[src/rtl/repetition_stream_corrector.sv]
// Repetition-code majority voter with a one-deep registered valid/ready stage.
//
// Ports:
//   clock, reset        rising-edge clock, synchronous active-high reset
//   in_block            REPETITION copies of the data word, copy 0 in the LSBs
//   in_valid, in_ready  upstream handshake (in_ready = !out_valid || out_ready)
//   out_data            majority-voted data word
//   out_error           some copy disagreed with another in some bit
//   out_uncorrectable   some bit had a tied vote (even REPETITION only)
//   out_valid, out_ready downstream handshake
//   error_count         saturating count of errored input blocks
//   error_count_clear   synchronous clear of error_count, wins over increment
//
// The error_count / error_count_clear ports and the counter exist only when
// REPETITION_STREAM_CORRECTOR_ERROR_COUNTER_EN is defined.

module repetition_stream_corrector #(
    parameter int DATA_WIDTH    = 8,
    parameter int REPETITION    = 3,
    parameter int COUNTER_WIDTH = 16
) (
    input  logic                             clock,
    input  logic                             reset,
    input  logic [REPETITION*DATA_WIDTH-1:0] in_block,
    input  logic                             in_valid,
    output logic                             in_ready,
    output logic [DATA_WIDTH-1:0]            out_data,
    output logic                             out_error,
    output logic                             out_uncorrectable,
    output logic                             out_valid,
    input  logic                             out_ready
`ifdef REPETITION_STREAM_CORRECTOR_ERROR_COUNTER_EN
    ,
    output logic [COUNTER_WIDTH-1:0]         error_count,
    input  logic                             error_count_clear
`endif
);

    // Vote counter just wide enough to hold REPETITION.
    localparam int CW = $clog2(REPETITION + 1);
    localparam logic [CW-1:0] REP_C = CW'(REPETITION);
    localparam logic [CW:0]   REP_X = (CW + 1)'(REPETITION);

    if (DATA_WIDTH < 1) begin : g_bad_data_width
        $error("DATA_WIDTH must be at least 1");
    end
    if (REPETITION < 2) begin : g_bad_repetition
        $error("REPETITION must be at least 2");
    end
    if (COUNTER_WIDTH < 1) begin : g_bad_counter_width
        $error("COUNTER_WIDTH must be at least 1");
    end

    logic [DATA_WIDTH-1:0] vote_data;
    logic                  vote_error;
    logic                  vote_tie;
    logic [CW-1:0]         ones;
    logic                  in_fire;

    assign in_ready = !out_valid || out_ready;
    assign in_fire  = in_valid && in_ready;

    // Per-bit vote. Comparing 2*ones against REPETITION avoids the rounding
    // of REPETITION/2 and makes the tie case exact for even REPETITION.
    always_comb begin
        vote_data  = '0;
        vote_error = 1'b0;
        vote_tie   = 1'b0;
        ones       = '0;
        for (int i = 0; i < DATA_WIDTH; i++) begin
            ones = '0;
            for (int k = 0; k < REPETITION; k++) begin
                ones = ones + CW'(in_block[k*DATA_WIDTH+i]);
            end
            if ({ones, 1'b0} > REP_X) begin
                vote_data[i] = 1'b1;
            end else if ({ones, 1'b0} == REP_X) begin
                vote_data[i] = in_block[i];
                vote_tie     = 1'b1;
            end else begin
                vote_data[i] = 1'b0;
            end
            if (ones != '0 && ones != REP_C) begin
                vote_error = 1'b1;
            end
        end
    end

    always_ff @(posedge clock) begin
        if (reset) begin
            out_valid         <= 1'b0;
            out_data          <= '0;
            out_error         <= 1'b0;
            out_uncorrectable <= 1'b0;
        end else if (in_fire) begin
            out_valid         <= 1'b1;
            out_data          <= vote_data;
            out_error         <= vote_error;
            out_uncorrectable <= vote_tie;
        end else if (out_ready) begin
            out_valid         <= 1'b0;
        end
    end

`ifdef REPETITION_STREAM_CORRECTOR_ERROR_COUNTER_EN
    always_ff @(posedge clock) begin
        if (reset || error_count_clear) begin
            error_count <= '0;
        end else if (in_fire && vote_error && error_count != '1) begin
            error_count <= error_count + 1'b1;
        end
    end
`endif

endmodule

[config.mk]
export PLATFORM = sky130hd
export DESIGN_NAME = repetition_stream_corrector
export DESIGN_NICKNAME = d
export VERILOG_FILES = /design/src/rtl/repetition_stream_corrector.sv
export SDC_FILE = /design/constraint.sdc
export NUM_CORES = 1
export LEC_CHECK = 0
export BUFFER_PORTS_ARGS = -buffer_cell sky130_fd_sc_hd__buf_2
export CAP_MARGIN = 30
export CORE_MARGIN = 5
export CORE_UTILIZATION = 40
export DETAILED_ROUTE_END_ITERATION = 10
export PLACE_DENSITY = 0.77
export RECOVER_POWER = 25
export SYNTH_ARGS = -nofsm -noshare
export SYNTH_HDL_FRONTEND = slang
export SYNTH_SLANG_ARGS = --single-unit
export TNS_END_PERCENT = 1
[constraint.sdc]
create_clock -name clock -period 3.1 [get_ports clock]
set_clock_uncertainty 0.15 [all_clocks]
set_input_delay 0.62 -clock clock [delete_from_list [all_inputs] [get_ports clock]]
set_output_delay 0.62 -clock clock [all_outputs]
set_load 0.02 [all_outputs]
# After elaboration in Yosys (flattened, before gate mapping)
# Cells that the tools add are included.
# word_totals
regBits	10
in_bits	28
# classes
add_sub_neg	16
order_cmp	8
n_eq_ne	8
muxes	18
reduce_logical	20
# ops
op	n
$gt A3 B2 Y1 const B	8
$mux W1	18
$reduce_bool A2 Y1	9
$add A1 B1 Y2	8
$add A2 B1 Y2	8
$ne A2 B2 Y1 const B	8
$logic_and A1 B1 Y1	9
$logic_not A1 Y1	1
$logic_or A1 B1 Y1	1

# Logic depth before layout (Yosys ltp)
# Gate-level depths: netlist (run 1).
# logic_depth
depth_word	12
depth_mapped	6
depth_no_buf	4

# Worst setup path before layout (run 1)
# No wires, ideal clock.
# synth_timing
path_kind	input to register
from	input port in_block[0]
to	register out_error
setup_time_ps	138
arrival_ps	1601
setup_slack_ps	1211
stages	4
path_cell_list	fa_1 > xor2_1 > nor4_1 > a311oi_1
# synth_via
elab_chain_cells	12
# synth_lines
element	line_no	rtl
start: declaration	24	input logic [REPETITION*DATA_WIDTH-1:0] in_block,
$add A1 B1 Y2 (*)	73	ones = ones + CW'(in_block[k*DATA_WIDTH+i]);
$add A2 B1 Y2 (*)	73	
$ne A2 B2 Y1 or $reduce_bool A2 Y1 (tied branches)	83	if (ones != '0 && ones != REP_C) begin
$logic_and A1 B1 Y1 (*)	83	
$mux W1 (*) (8 in a row)	83	
end signal: assignment	98	out_error <= vote_error;
end: declaration	28	output logic out_error,
# Mark *: on every way between the ends. The rest lies on a longest branch, timed or not.
# A chain may end at the register's enable or synchronous reset.

# Worst setup path after layout (run 1)
# layout_timing
from	input port out_ready
to	output port in_ready
# layout_via
elab_chain_cells	1
# layout_lines
element	line_no	rtl
start: declaration	31	input logic out_ready
$logic_or A1 B1 Y1	60	assign in_ready = !out_valid || out_ready;
end: declaration	26	output logic in_ready,
# No other way between the ends.

==> impl_metrics.py, run 1 <==
metrics = {
    "drt": {
        "first_pass_iters": 3,
        "wl_per_cell_um": 12.2,
        "drtIter0Drc": 2,
        "ant_nets": 0,
        "wirelength_um": 1530,
        "via_per_inst": 4.74,
        "drc_errors": 0,
        "num_vias": 597,
    },
    "cts": {
        "clk_path_buf_depth": 2,
        "path_clk_slew_ns": 0.06,
        "cts_tree": "yes",
        "hold_buffers": 0,
        "cts_resized": 0,
        "cts_sinks": 10,
        "post-cts-setup-buffer-count": 0,
        "clk_latency_ns": 0.26,
        "cts_buffers": 3,
        "root_buffer": "clkbuf_4",
        "htree_levels": 1,
    },
    "finish": {
        "drive_gt1_share_pct": 51.5,
        "layout_commonest_cell": "buf_2",
        "num_antenna_cells": 0,
        "layout.nets": 139,
        "mostFrequentLayoutCells": "buf_2 (38), dfxtp_1 (10), o21ai_0 (8), xor2_1 (8), fa_1 (8)",
        "area_delta_synth_final_pct": 23.0,
        "nFillCells": 175,
    },
    "setup_path": {
        "path_cells": "buf_2 -> nor2b_1 -> clkinv_4 -> buf_2",
        "path_class": "in -> out",
        "critPathRequiredTime_ns": 2.33,
        "slowest_stage": "nor2b_1",
        "worstPathMaxFanout": 11,
        "cp-end-kind": "primary output",
        "cp.arrival_ns": 1.74,
        "slowest_delay_ns": 0.55,
        "cp_common_cell": "buf_2",
        "worstSetupStartpointType": "input port",
    },
    "logic_synthesis": {
        "synth_edf_count": 0,
        "yosysWarningCount": 0,
        "ys_seq_area_share_pct": 27.4,
        "synthArstFlopShare_pct": 0,
        "synth_cells": 65,
        "ys_ff_latch": 10,
        "ys.flop_type": "dfxtp_1",
        "yosys.area.top_type": "dfxtp_1",
        "synth_nets": 101,
        "ys_types": 19,
        "synth_top_area_share_pct": 27.4,
        "avgSynthCellArea_um2": 11.2,
        "netlist_area_um2": 729,
        "yosys-top-cells-area": "dfxtp_1 (27%), fa_1 (22%), nand3_2 (11%)",
    },
    "floorplan": {
        "die_h_um": 52.7,
        "row_count": 15,
        "core_mm2": 0.00173,
        "dieWidth_um": 52.7,
        "die_area_mm2": 0.00278,
        "start_util_pct": 42.2,
        "io_pins": 40,
    },
    "sta": {
        "drv_slew": 0,
        "fin_crit_ns": 2.51,
        "finalHoldViolCount": 0,
        "tns_ns": 0,
        "whs_ns": 0.330,
        "finalSetupViolCount": 0,
        "fmax_mhz": 398,
        "fin_ws_ns": 0.589,
        "tightest_slew_ns": 0.703,
        "max_slew_margin_pct": 53.0,
        "final_min_period_over_clock_period_pct": 81.0,
        "rsz0062_at_grt": "no",
    },
    "status": {
        "status": "complete, no violations",
    },
    "place": {
        "hpwlAfterDp_um": 1300,
        "post-place-ws_ns": 0.940,
        "place.gp.congestion": 0.699,
        "io_buffers": 38,
    },
    "pwr": {
        "power_frac_comb_pct": 33.5,
        "swShare_pct": 32.1,
        "power_frac_seq_pct": 41.2,
        "leakage_nw": 0.407,
        "p_int_mw": 0.232,
        "p_per_area_mw_per_mm2": 381,
        "peakVddDrop_mv": 0.151,
        "pwr-share-clk_pct": 25.3,
        "power.switching_mw": 0.110,
    },
    "global_routing": {
        "grt_max_degree": 12,
        "grt_pass1_wl_um": 2680,
        "antenna_found_initial": 0,
        "grt_pass1_vias": 641,
        "grt_overflow_total": 0,
        "grt_use_total_pct": 13.2,
    },
    "min_path": {
        "hold_class": "reg -> reg",
    },
    "flow_run": {
        "drv_cap": 0,
    },
}
[cell type report]
class / count / area, um2 / area share (%)
timing repair buffer: 38 / 190 / 21.2
clock buffer: 3 / 22.5 / 2.51
tap: 25 / 31.3 / 3.49
inverter: 2 / 15.0 / 1.67
multi-input combinational: 48 / 438 / 48.8
sequential: 10 / 200 / 22.3
[sequential cells by signal, indices dropped and copies added (netlist names)]
register and count:
out_valid 1, out_error 1, out_data 8
[cell families after synthesis]
logic type,count (synthesis),synth area share (%)
DFF,10,27.4
xor gates and xnor gates,8,9.61
buffers and inverters,7,9.43
adders and majority gates,8,22.0
and+or+nand+nor,12,16.0
AOI/OAI and AO/OA,19,15.1
other,1,0.514
[synthesized netlist by cell type, types with 2 or more instances]
master / n
o21ai_0: 8
buf_6: 2
dfxtp_1: 10
xor2_1: 8
a21oi_1: 7
nand3_2: 8
fa_1: 8
a21oi_2: 3
[worst paths after layout]
check        slack (ns)  cells after the start                startpoint                        to
max                0.59                      4                 out_ready                  in_ready
min                0.33                      2  out_data[0]$_SDFFE_PP0P_  out_data[0]$_SDFFE_PP0P_
max reg2reg        1.36                      4    out_valid$_SDFFE_PP0P_    out_error$_SDFFE_PP0P_
min reg2reg        0.33                      2  out_data[0]$_SDFFE_PP0P_  out_data[0]$_SDFFE_PP0P_
[per-layer routing]
layer	vias up	GRT usage [%]	routed length, um
li1	295	-	-
met1	268	15.9	619
met2	30	21.9	729
met3	4	2.28	157
met4	0	7.66	25
met5	-	0	0
[power groups by stage]
stage	combinational, mW	clock [mW]	sequential, mW
floorplan	0.0722	0	0.154
global placement	0.115	0	0.144
detailed placement	0.119	0	0.144
CTS	0.120	0.0899	0.141
global route	0.130	0.0946	0.142
finish	0.115	0.0864	0.141
[per-stage QoR]
step / area (um2) / utilization [%] / power [mW] / instances
after floorplan: 729 / - / 0.227 / 65
after CTS: 920 / 53.3 / 0.351 / 126
after global placement: 897 / 52.0 / 0.258 / 123
after global routing: 897 / 52.0 / 0.367 / 126
after detailed placement: 897 / 52.0 / 0.263 / 123
final: 897 / 52.0 / 0.342 / 126
[worst max-delay path: cells and delay by family]
family | cells | cell delay, ns
buffers and inverters | 3 | 0.58
and+or+nand+nor | 1 | 0.55
No activity file was read; power rests on OpenSTA's default activity.
==> run 2: changes to the inputs <==
--- a/config.mk
+++ b/config.mk
@@ -8,9 +8,9 @@
 export BUFFER_PORTS_ARGS = -buffer_cell sky130_fd_sc_hd__buf_2
 export CAP_MARGIN = 30
 export CORE_MARGIN = 5
-export CORE_UTILIZATION = 40
+export CORE_UTILIZATION = 39
 export DETAILED_ROUTE_END_ITERATION = 10
-export PLACE_DENSITY = 0.77
+export PLACE_DENSITY = 0.78
 export RECOVER_POWER = 25
 export SYNTH_ARGS = -nofsm -noshare
 export SYNTH_HDL_FRONTEND = slang
==> constraint.sdc (replaced) <==
create_clock -name clock -period 2.1 [get_ports clock]
set_clock_uncertainty 0.15 [all_clocks]
set_input_delay 0.42 -clock clock [delete_from_list [all_inputs] [get_ports clock]]
set_output_delay 0.42 -clock clock [all_outputs]
set_load 0.02 [all_outputs]
==> impl_metrics.py, run 2 (same netlist as run 1, synthesis figures left out) <==
metrics = {
    "pwr": {
        "swShare_pct": 30.3,
        "p_per_area_mw_per_mm2": 598,
        "power.switching_mw": 0.167,
        "peakVddDrop_mv": 0.261,
        "pwr-share-clk_pct": 30.8,
        "power_frac_seq_pct": 37.7,
        "leakage_nw": 0.417,
        "p_int_mw": 0.383,
        "power_frac_comb_pct": 31.5,
        "power_mw": 0.550,
    },
    "min_path": {
        "min-delay-start": "reset",
        "min_delay_worst_endpoint": "out_data[1]$_SDFFE_PP0P_",
        "hold_depth": 2,
        "hold_class": "in -> reg",
    },
    "sta": {
        "final_min_period_over_clock_period_pct": 86.0,
        "rsz0062_at_grt": "no",
        "fin_ws_ns": 0.294,
        "fin_crit_ns": 1.81,
        "finalHoldViolCount": 0,
        "finalSetupViolCount": 0,
        "drv_slew": 0,
        "tns_ns": 0,
        "fmax_mhz": 554,
    },
    "cts": {
        "clk_latency_ns": 0.25,
        "cts_sinks": 10,
        "post-cts-setup-buffer-count": 0,
        "root_buffer": "clkbuf_4",
        "path_clk_slew_ns": 0.07,
        "cts_tree": "yes",
        "hold_buffers": 0,
        "cts_buffers": 3,
        "cts_resized": 0,
        "clk_path_buf_depth": 2,
        "htree_levels": 1,
    },
    "global_routing": {
        "grt_use_total_pct": 12.8,
        "grt_pass1_vias": 617,
        "grt_max_degree": 12,
        "grt_overflow_total": 0,
        "grt_pass1_wl_um": 2680,
        "antenna_found_initial": 0,
    },
    "finish": {
        "num_antenna_cells": 0,
        "drive_gt1_share_pct": 52.9,
        "layout.nets": 139,
        "mostFrequentLayoutCells": "buf_2 (38), dfxtp_1 (10), o21ai_0 (8), xor2_1 (8), fa_1 (8)",
        "finalCoreUtilization_pct": 52.6,
        "stdcell_area_um2": 918,
        "regMostFlops": "out_data",
        "reg.largest.list": "out_data: 8 flops, out_error: 1 flops, out_valid: 1 flops",
        "layout_commonest_cell": "buf_2",
        "area_delta_synth_final_pct": 25.9,
        "nFillCells": 179,
        "largest_register_ffs": 8,
    },
    "floorplan": {
        "die_h_um": 53.2,
        "row_count": 15,
        "dieWidth_um": 53.2,
        "die_area_mm2": 0.00284,
        "io_pins": 40,
        "core_mm2": 0.00175,
        "start_util_pct": 41.8,
    },
    "setup_path": {
        "worstSetupStartpointType": "flip-flop",
        "path_cells": "nor2b_4 -> clkinv_4 -> buf_2",
        "slowest_stage": "dfxtp_1",
        "r2r_setup_slack_ns": 0.79,
        "critPathRequiredTime_ns": 1.53,
        "path_class": "reg -> out",
        "worstPathMaxFanout": 11,
        "cp-end-kind": "primary output",
        "rr_startpoint": "out_valid$_SDFFE_PP0P_",
        "cp.arrival_ns": 1.24,
        "slowest_delay_ns": 0.32,
        "rr_worst_depth": 4,
        "reg2reg_to": "out_error$_SDFFE_PP0P_",
    },
    "status": {
        "status": "complete, no violations",
    },
    "drt": {
        "drtIter0Drc": 2,
        "wl_per_cell_um": 13.1,
        "drc_errors": 0,
        "wirelength_um": 1660,
        "first_pass_iters": 2,
        "via_per_inst": 4.79,
        "ant_nets": 0,
        "num_vias": 608,
    },
    "place": {
        "hpwlAfterDp_um": 1420,
        "post-place-ws_ns": 0.183,
        "postPlaceCellArea_um2": 897,
        "io_buffers": 38,
        "place.gp.congestion": 0.687,
    },
    "flow_run": {
        "drv_cap": 0,
    },
}
==> run 2: worst max path at each step <==
stage	start	end	slack (ns)
5_1_grt	out_valid$_SDFFE_PP0P_	in_ready	0.21
3_3_place_gp	in_block[0]	out_error$_SDFFE_PP0P_	0.19
3_5_place_dp	in_block[0]	out_error$_SDFFE_PP0P_	0.18
6_report	out_valid$_SDFFE_PP0P_	in_ready	0.29
2_1_floorplan	in_block[0]	out_error$_SDFFE_PP0P_	0.41
4_1_cts	out_valid$_SDFFE_PP0P_	in_ready	0.27
==> run 2: power groups by stage <==
stage               combinational [mW]  sequential [mW]  clock (mW)
floorplan                        0.107            0.228           0
global placement                 0.170            0.211           0
detailed placement               0.178            0.212           0
CTS                              0.179            0.207       0.173
global route                     0.194            0.208       0.181
finish                           0.173            0.207       0.170
==> run 2: through the flow <==
step | hold slack, ns | std cells
5_1_grt | 0.321 | 127
4_1_cts | 0.305 | 127
3_3_place_gp | 0.310 | 123
3_5_place_dp | 0.318 | 123
2_1_floorplan | 0.404 | 65
6_report | 0.303 | 127
==> run 2: metal layers <==
metal | vias to the layer above | share of wire (%) | GRT usage (%)
li1 | 296 | - | -
met1 | 286 | 40 | 15.6
met2 | 24 | 53 | 23.3
met3 | 2 | 6.0 | 1.97
met4 | 0 | 1.1 | 2.55
met5 | - | 0 | 0
==> run 2: worst max-delay path, delay by kind of cell, from the launching register on <==
kind	cells	cell delay [ns]
buf+inv	2	0.38
flops	1	0.32
simple gates	1	0.29
==> run 2: area by class of cell <==
cell class	instances	area (um2)	share of cell area, %
Clock buffer	4	36.3	3.95
Timing Repair Buffer	38	190	20.7
Tap cell	25	31.3	3.41
Multi-Input combinational cell	48	445	48.5
Inverter	2	15.0	1.63
Sequential cell	10	200	21.8
